`config.mk`:
```
export PLATFORM = sky130hd
export DESIGN_NAME = pipe_err_monitor
export DESIGN_NICKNAME = d
export VERILOG_FILES = /design/src/rtl/pipe_err_monitor.sv
export SDC_FILE = /design/constraint.sdc
export NUM_CORES = 1
export LEC_CHECK = 0
export ABC_AREA = 1
export CORE_MARGIN = 5
export CORE_UTILIZATION = 25
export CTS_CLUSTER_SIZE = 40
export DETAILED_ROUTE_END_ITERATION = 10
export PLACE_DENSITY = 0.48
export SETUP_SLACK_MARGIN = 0.5
export SLEW_MARGIN = 10
export SYNTH_ARGS = -nofsm -noshare
export SYNTH_HDL_FRONTEND = slang
export SYNTH_SLANG_ARGS = --single-unit
```
`constraint.sdc`:
```
create_clock -name clk -period 5.2 [get_ports clk]
set_input_delay 1.3 -clock clk [delete_from_list [all_inputs] [get_ports clk]]
set_output_delay 1.3 -clock clk [all_outputs]
set_load 0.05 [all_outputs]
```
`src/rtl/pipe_err_monitor.sv`:
```
// Pipeline health monitor: sticky encoded error, halt tracking, stats.
// Ports: clk, rst (sync active-high), retire, halt, stall, src_err[3:0],
//    err, err_code[2:0], halted, retire_cnt, stall_cnt [CNT_W-1:0].
module pipe_err_monitor #(
   parameter int WDOG_CYCLES = 1024,
   parameter int CNT_W       = 32
) (
   input  logic             clk,
   input  logic             rst,
   input  logic             retire,
   input  logic             halt,
   input  logic             stall,
   input  logic [3:0]       src_err,
   output logic             err,
   output logic [2:0]       err_code,
   output logic             halted,
   output logic [CNT_W-1:0] retire_cnt,
   output logic [CNT_W-1:0] stall_cnt
);

   typedef enum logic [1:0] {
      S_RUN,
      S_HALTED,
      S_ERROR
   } state_t;

   localparam logic [15:0] WDOG_MAX = 16'(WDOG_CYCLES - 1);

   state_t      state;
   logic [15:0] wdog;
   logic        fault;
   logic [2:0]  code;

   // RUN-state fault detection, highest priority first
   always_comb begin
      fault = 1'b1;
      code  = 3'd0;
      if (src_err[0])
         code = 3'd1;
      else if (src_err[1])
         code = 3'd2;
      else if (src_err[2])
         code = 3'd3;
      else if (src_err[3])
         code = 3'd4;
      else if (halt && !retire)
         code = 3'd7;
      else if (!retire && wdog == WDOG_MAX)
         code = 3'd5;
      else
         fault = 1'b0;
   end

   always_ff @(posedge clk) begin
      if (rst) begin
         state      <= S_RUN;
         err        <= 1'b0;
         err_code   <= 3'd0;
         halted     <= 1'b0;
         retire_cnt <= '0;
         stall_cnt  <= '0;
         wdog       <= '0;
      end else begin
         unique case (state)
            S_RUN: begin
               if (fault) begin
                  state    <= S_ERROR;
                  err      <= 1'b1;
                  err_code <= code;
               end else begin
                  wdog <= retire ? 16'd0 : wdog + 16'd1;
                  if (retire && retire_cnt != '1)
                     retire_cnt <= retire_cnt + CNT_W'(1);
                  if (stall && stall_cnt != '1)
                     stall_cnt <= stall_cnt + CNT_W'(1);
                  if (retire && halt) begin
                     state  <= S_HALTED;
                     halted <= 1'b1;
                  end
               end
            end
            S_HALTED: begin
               // nothing may retire once HALT has committed
               if (retire) begin
                  state    <= S_ERROR;
                  err      <= 1'b1;
                  err_code <= 3'd6;
                  halted   <= 1'b0;
               end
            end
            S_ERROR: begin
               state <= S_ERROR;
            end
            default: begin
               state <= S_ERROR;
               err   <= 1'b1;
            end
         endcase
      end
   end

endmodule

```
Word-level counts from Yosys, hierarchy flattened

Index checks and enable logic that the tools add are counted.

Multiply operators: 0
Shift-type cells: 0
Bitwise gates (word level): 2
Add/subtract/negate cells: 3
$lt $le $gt $ge: 0
Muxes and demuxes: 27
Reductions and logical operators: 15
Eq/ne operators: 10
Divide/modulo/power cells: 0

Operator list:

| operator                                                                 | count |
|---|---|
| 32-bit by 1-bit adder with 32-bit output (second input constant)         | 2 |
| 32-bit != test (second input constant)                                   | 2 |
| 3-bit 2-to-1 mux                                                         | 8 |
| 16-bit by 1-bit adder with 16-bit output (second input constant)         | 1 |
| 16-bit by 10-bit equality test with 1-bit output (second input constant) | 1 |
| 16-bit 2-to-1 mux                                                        | 1 |
| 3-bit AND reduction                                                      | 4 |
| 1-bit 2-to-1 mux                                                         | 11 |
| 2-bit != test (second input constant)                                    | 4 |
| 2-bit 2-to-1 mux                                                         | 3 |
| 3-bit case mux with 2 select lines                                       | 1 |
| 1-bit logical AND                                                        | 5 |
| 2-bit case mux with 2 select lines                                       | 1 |
| 2-bit AND reduction                                                      | 2 |
| 4-bit AND reduction                                                      | 1 |
| 3-bit != test (second input constant)                                    | 1 |
| 1-bit case mux with 3 select lines                                       | 1 |
| 2-bit by 1-bit equality test with 1-bit output (second input constant)   | 1 |
| 2-bit equality test (second input constant)                              | 1 |
| 2-bit zero test                                                          | 1 |
| 1-bit NOT                                                                | 2 |
| 1-bit case mux with 2 select lines                                       | 1 |
| 2-bit nonzero test                                                       | 1 |
| 1-bit zero test                                                          | 1 |

Logic and storage cells: 64
Memory bits (writable): 0
Bits in latches: 0
Bits in read-only memories: 0
Register bits: 87
Input bits: 9
Memories kept: 0
Output and inout port bits: 69

Logic depth before layout (Yosys ltp)

Depth in word-level cells: 10
Depth in mapped cells: 12
Depth with buffers taken out: 12

Least setup slack after synthesis

Ideal clock, no wire load.

Path kind: input to register
Start: input src_err[2]
End: register wdog[9]
Data required time: 5.085 ns
Stages on the path: 7
Path buffers: 0
Path slack: 2.641 ns
Data arrival time: 2.445 ns
Library setup time: 0.115 ns
Cells stage by stage: inv_1 > nand3_1 > nor2_1 > nand4_4 > o21ai_1 > inv_2 > o21a_1

Cells in the longest elaborated chain, start to end: 5

Ends and longest elaborated chain:

| item                          | RTL line | source |
|---|---|---|
| start: declaration            | 13       | `input logic [3:0] src_err,` |
| 1-bit 2-to-1 mux              | 42       | `else if (src_err[2])` |
| 1-bit 2-to-1 mux              | 40       | `else if (src_err[1])` |
| 1-bit 2-to-1 mux              | 38       | `if (src_err[0])` |
| 1-bit NOT (no line)           | n/a      |  |
| 2-bit AND reduction (no line) | n/a      |  |
| end signal: assignment        | 71       | `wdog <= retire ? 16'd0 : wdog + 16'd1;` |
| end: declaration              | 30       | `logic [15:0] wdog;` |

Every way passes these cells.
A chain may end at the register's enable or synchronous reset.

Worst setup path in the final report

Start: input retire
End: register retire_cnt[7]

Cells in the longest elaborated chain, start to end: 10
Elaborated cells on any way between the ends: 12
Classes of those cells: mux: 6; bitwise: 1; reduce/logical: 5

Ends and longest elaborated chain:

| item                              | RTL line | source |
|---|---|---|
| start: declaration                | 10       | `input logic retire,` |
| 1-bit zero test                   | 46, 48   |  |
| 1-bit logical AND                 | 48       | `else if (!retire && wdog == WDOG_MAX)` |
| 1-bit 2-to-1 mux                  | 48       |  |
| 1-bit 2-to-1 mux                  | 46       | `else if (halt && !retire)` |
| 1-bit 2-to-1 mux                  | 44       | `else if (src_err[3])` |
| 1-bit 2-to-1 mux                  | 42       |  |
| 1-bit 2-to-1 mux                  | 40       |  |
| 1-bit 2-to-1 mux                  | 38       |  |
| 1-bit NOT (no line)               | n/a      |  |
| 3-bit AND reduction (no line) (*) | n/a      |  |
| end signal: assignment            | 73       | `retire_cnt <= retire_cnt + CNT_W'(1);` |
| end: declaration                  | 17       | `output logic [CNT_W-1:0] retire_cnt,` |

Every way passes the cells marked *; elsewhere a longest branch is shown, timed or not.

==> flow_metrics.tcl <==
set metrics [dict create \
    synth_edf_count 0 \
    cts.sinks 87 \
    synth_common_cells "259 x nand2_1, 157 x nor2_1, 87 x dfxtp_1, 73 x a21oi_1, 65 x inv_1" \
    routed_via_density 4.34 \
    drt-met1-wl_mm 7.46 \
    cts_max_path_buffers 2 \
    met2_length_mm 6.74 \
    gr-total-overflow 0 \
    grt.total_usage_pct 13.2 \
    ff2ff_setup_slack_ps 2710 \
    syn_nets 830 \
    drv_slew 0 \
    synth_top_family_by_area "simple AND/OR/NAND/NOR gates" \
    hold_ws_ps 469 \
    syn-instance-count 818 \
    gp_congestion 0.834 \
    grt_pass1_wl_mm 25.3 \
    clockPowerShare_pct 47.2 \
    crit_required_ps 5440 \
    setup_viol 0 \
    switching_share_pct 22.7 \
    fin_crit_sh_pct 68.3 \
    vias 5054 \
    path_clk_slew_ps 60 \
    placed_cell_area_um2 6040 \
    drt_iter0_drc 203 \
    cts_setup_buffers 0 \
    dr.max_layer_used "met4" \
    antenna_found_initial 0 \
    fin_worst_skew_ps 11.4 \
    pwr-share-seq_pct 48.4 \
    drive_gt1_share_pct 3.58 \
    powerDensity_nw_per_um2 219 \
    design_area_um2 6330 \
    start_kind "input pin" \
    rsz0062_at_grt "false" \
    cts_root_buf "clkbuf_16" \
    port-buffer-count 77 \
    antenna_cells 0 \
    die-area_um2 23100 \
    die_x_um 152 \
    hold_path.class "flip-flop to flip-flop" \
    ant_nets 0 \
    synthMuxAreaShare_pct 0 \
    insertion_delay_ps 340 \
    synth_top_area_cell "dfxtp_1" \
    slew_headroom_pct 53.8 \
    firstDrtPassIters 5 \
    ys.flop_type "dfxtp_1" \
    endpoint_kind "flip-flop" \
    postSynthAreaPerCell_um2 6.16 \
    synth_simple_gate_area_share_pct 42.1 \
    synth-xor-area-share_pct 5.56 \
    num_rows 52 \
    drt-total-wl_mm 15.1 \
    synthAdderAreaFrac_pct 0.745 \
    synth_compound_area_share_pct 9.16 \
    wl_per_cell_um 13.0 \
    io_pins 78 \
    fillCellCount 2278 \
    ir_worst_vdd_mv 0.152 \
    power_leakage_nw 2.04 \
    cap_violations 0 \
    grt_max_degree 41 \
    die_y_um 152 \
    syn-cell-area_um2 5040 \
    dpl_worst_slack_ps 1230 \
    area_delta_synth_final_pct 25.6 \
    yosys_warnings 0 \
    ys_seq_area_share_pct 34.6 \
    layout_setup_ws_ps 1650 \
    postCtsHoldBufs 0 \
    worst_pin_slew_ps 691 \
    ys_ff_latch 87 \
    tritoncts "built" \
    first_global_vias 4906 \
    synth_most_common_cell "nand2_1" \
    power.internal_mw 1.07 \
    worstPathArrival_ps 3790 \
    synth_cell_types 32 \
    numCtsBuffers 9 \
    route.detailed.drc 0 \
    dp_hpwl_mm 11.4 \
    pwr-share-comb_pct 4.3 \
    cts.htree.levels 3 \
    synthTopCellsByArea "dfxtp_1 35%, nand2_1 19%, nor2_1 12%" \
    status "finished clean" \
    synthArstFlopShare_pct 0 \
    finalSetupTns_ps 0 \
    crit_fanout 31 \
    power_mw 1.39 \
    timing.fmax_ghz 0.282 \
    wl_met3_um 689 \
    fin_crit_ps 3550 \
    core-area_um2 20000 \
    cts_resized 0 \
    path_class "input pin to flip-flop" \
    hold_viol 0 \
    initial_core_util_pct 25.1 \
    p_switching_mw 0.314 \
    nets 902 \
    synth_top_area_share_pct 34.6 \
]
==> sequential cells by signal, indices dropped and copies added, names as in the netlist <==
signal and count:
retire_cnt 32, stall_cnt 32, wdog 16, err_code 3
state 2, err 1, halted 1
==> critical path: stages <==
cell and delay [ps]:
clkdlybuf4s50_1 620, inv_2 100, nand3_1 90, nor2_1 50, nand2_2 90, nand4_4 290
nor2_4 650, buf_4 350, nand3_1 100, nand2_1 70, nor2_1 40
==> final timing paths <==
check                           start                          to  depth (start not counted)
max                            retire  retire_cnt[7]$_SDFFE_PP0P_                         11
min          err_code[0]$_SDFFE_PP0P_    err_code[0]$_SDFFE_PP0P_                          2
max reg2reg      wdog[0]$_SDFFE_PP0P_  retire_cnt[7]$_SDFFE_PP0P_                         10
min reg2reg  err_code[0]$_SDFFE_PP0P_    err_code[0]$_SDFFE_PP0P_                          2
==> cells in the final DEF, fill, tap and decap left out, drive strengths merged <==
cell type / instances
nand2: 260
nor3: 34
clkdlybuf4s50: 76
xor2: 26
o21ai: 9
nand3b: 1
bufinv: 1
inv: 69
dfxtp: 87
nand4: 3
ha: 3
xnor2: 6
nor3b: 1
a31oi: 1
a21boi: 1
clkinv: 4
o21a: 4
clkbuf: 12
buf: 5
a21oi: 73
nand3: 50
nor4: 2
nor2: 163
o211ai: 1
and3: 3
==> power groups by stage <==
stage               clock network (mW)  logic, mW  registers, mW
floorplan                            0     0.0297          0.696
global placement                     0     0.0617          0.687
detailed placement                   0     0.0619          0.687
CTS                              0.679     0.0619          0.672
global route                     0.708     0.0667          0.672
finish                           0.655     0.0597          0.672
==> metal layers <==
metal / track usage [%] / vias to the layer above
li1: - / 2732
met1: 17.5 / 2215
met2: 21.4 / 93
met3: 3.44 / 14
met4: 3.34 / 0
met5: 0 / -
==> metrics by stage <==
step | cells | util [%]
after floorplan | 818 | -
after global placement | 1149 | 30.1
after detailed placement | 1149 | 30.1
after CTS | 1165 | 31.6
after global routing | 1165 | 31.6
final | 1165 | 31.6
==> kinds of logic (layout without fill, tap and decap cells) <==
logic type      after synthesis  in the layout
simple gates                517            517
buf+inv                      90            167
compound gates               89             89
flops                        87             87
xor+xnor                     32             32
fa+ha+maj                     3              3
==> cell type report <==
class / instances / area (um2) / area share, %
flip-flops and latches: 87 / 1740 / 27.5
clock buffers: 12 / 246 / 3.89
clock inverters: 4 / 45.0 / 0.712
repair buffers: 81 / 796 / 12.6
multi-input cells: 641 / 2900 / 45.8
inverters: 70 / 263 / 4.15
well taps: 270 / 338 / 5.34
No activity file was read; power rests on OpenSTA's default activity.
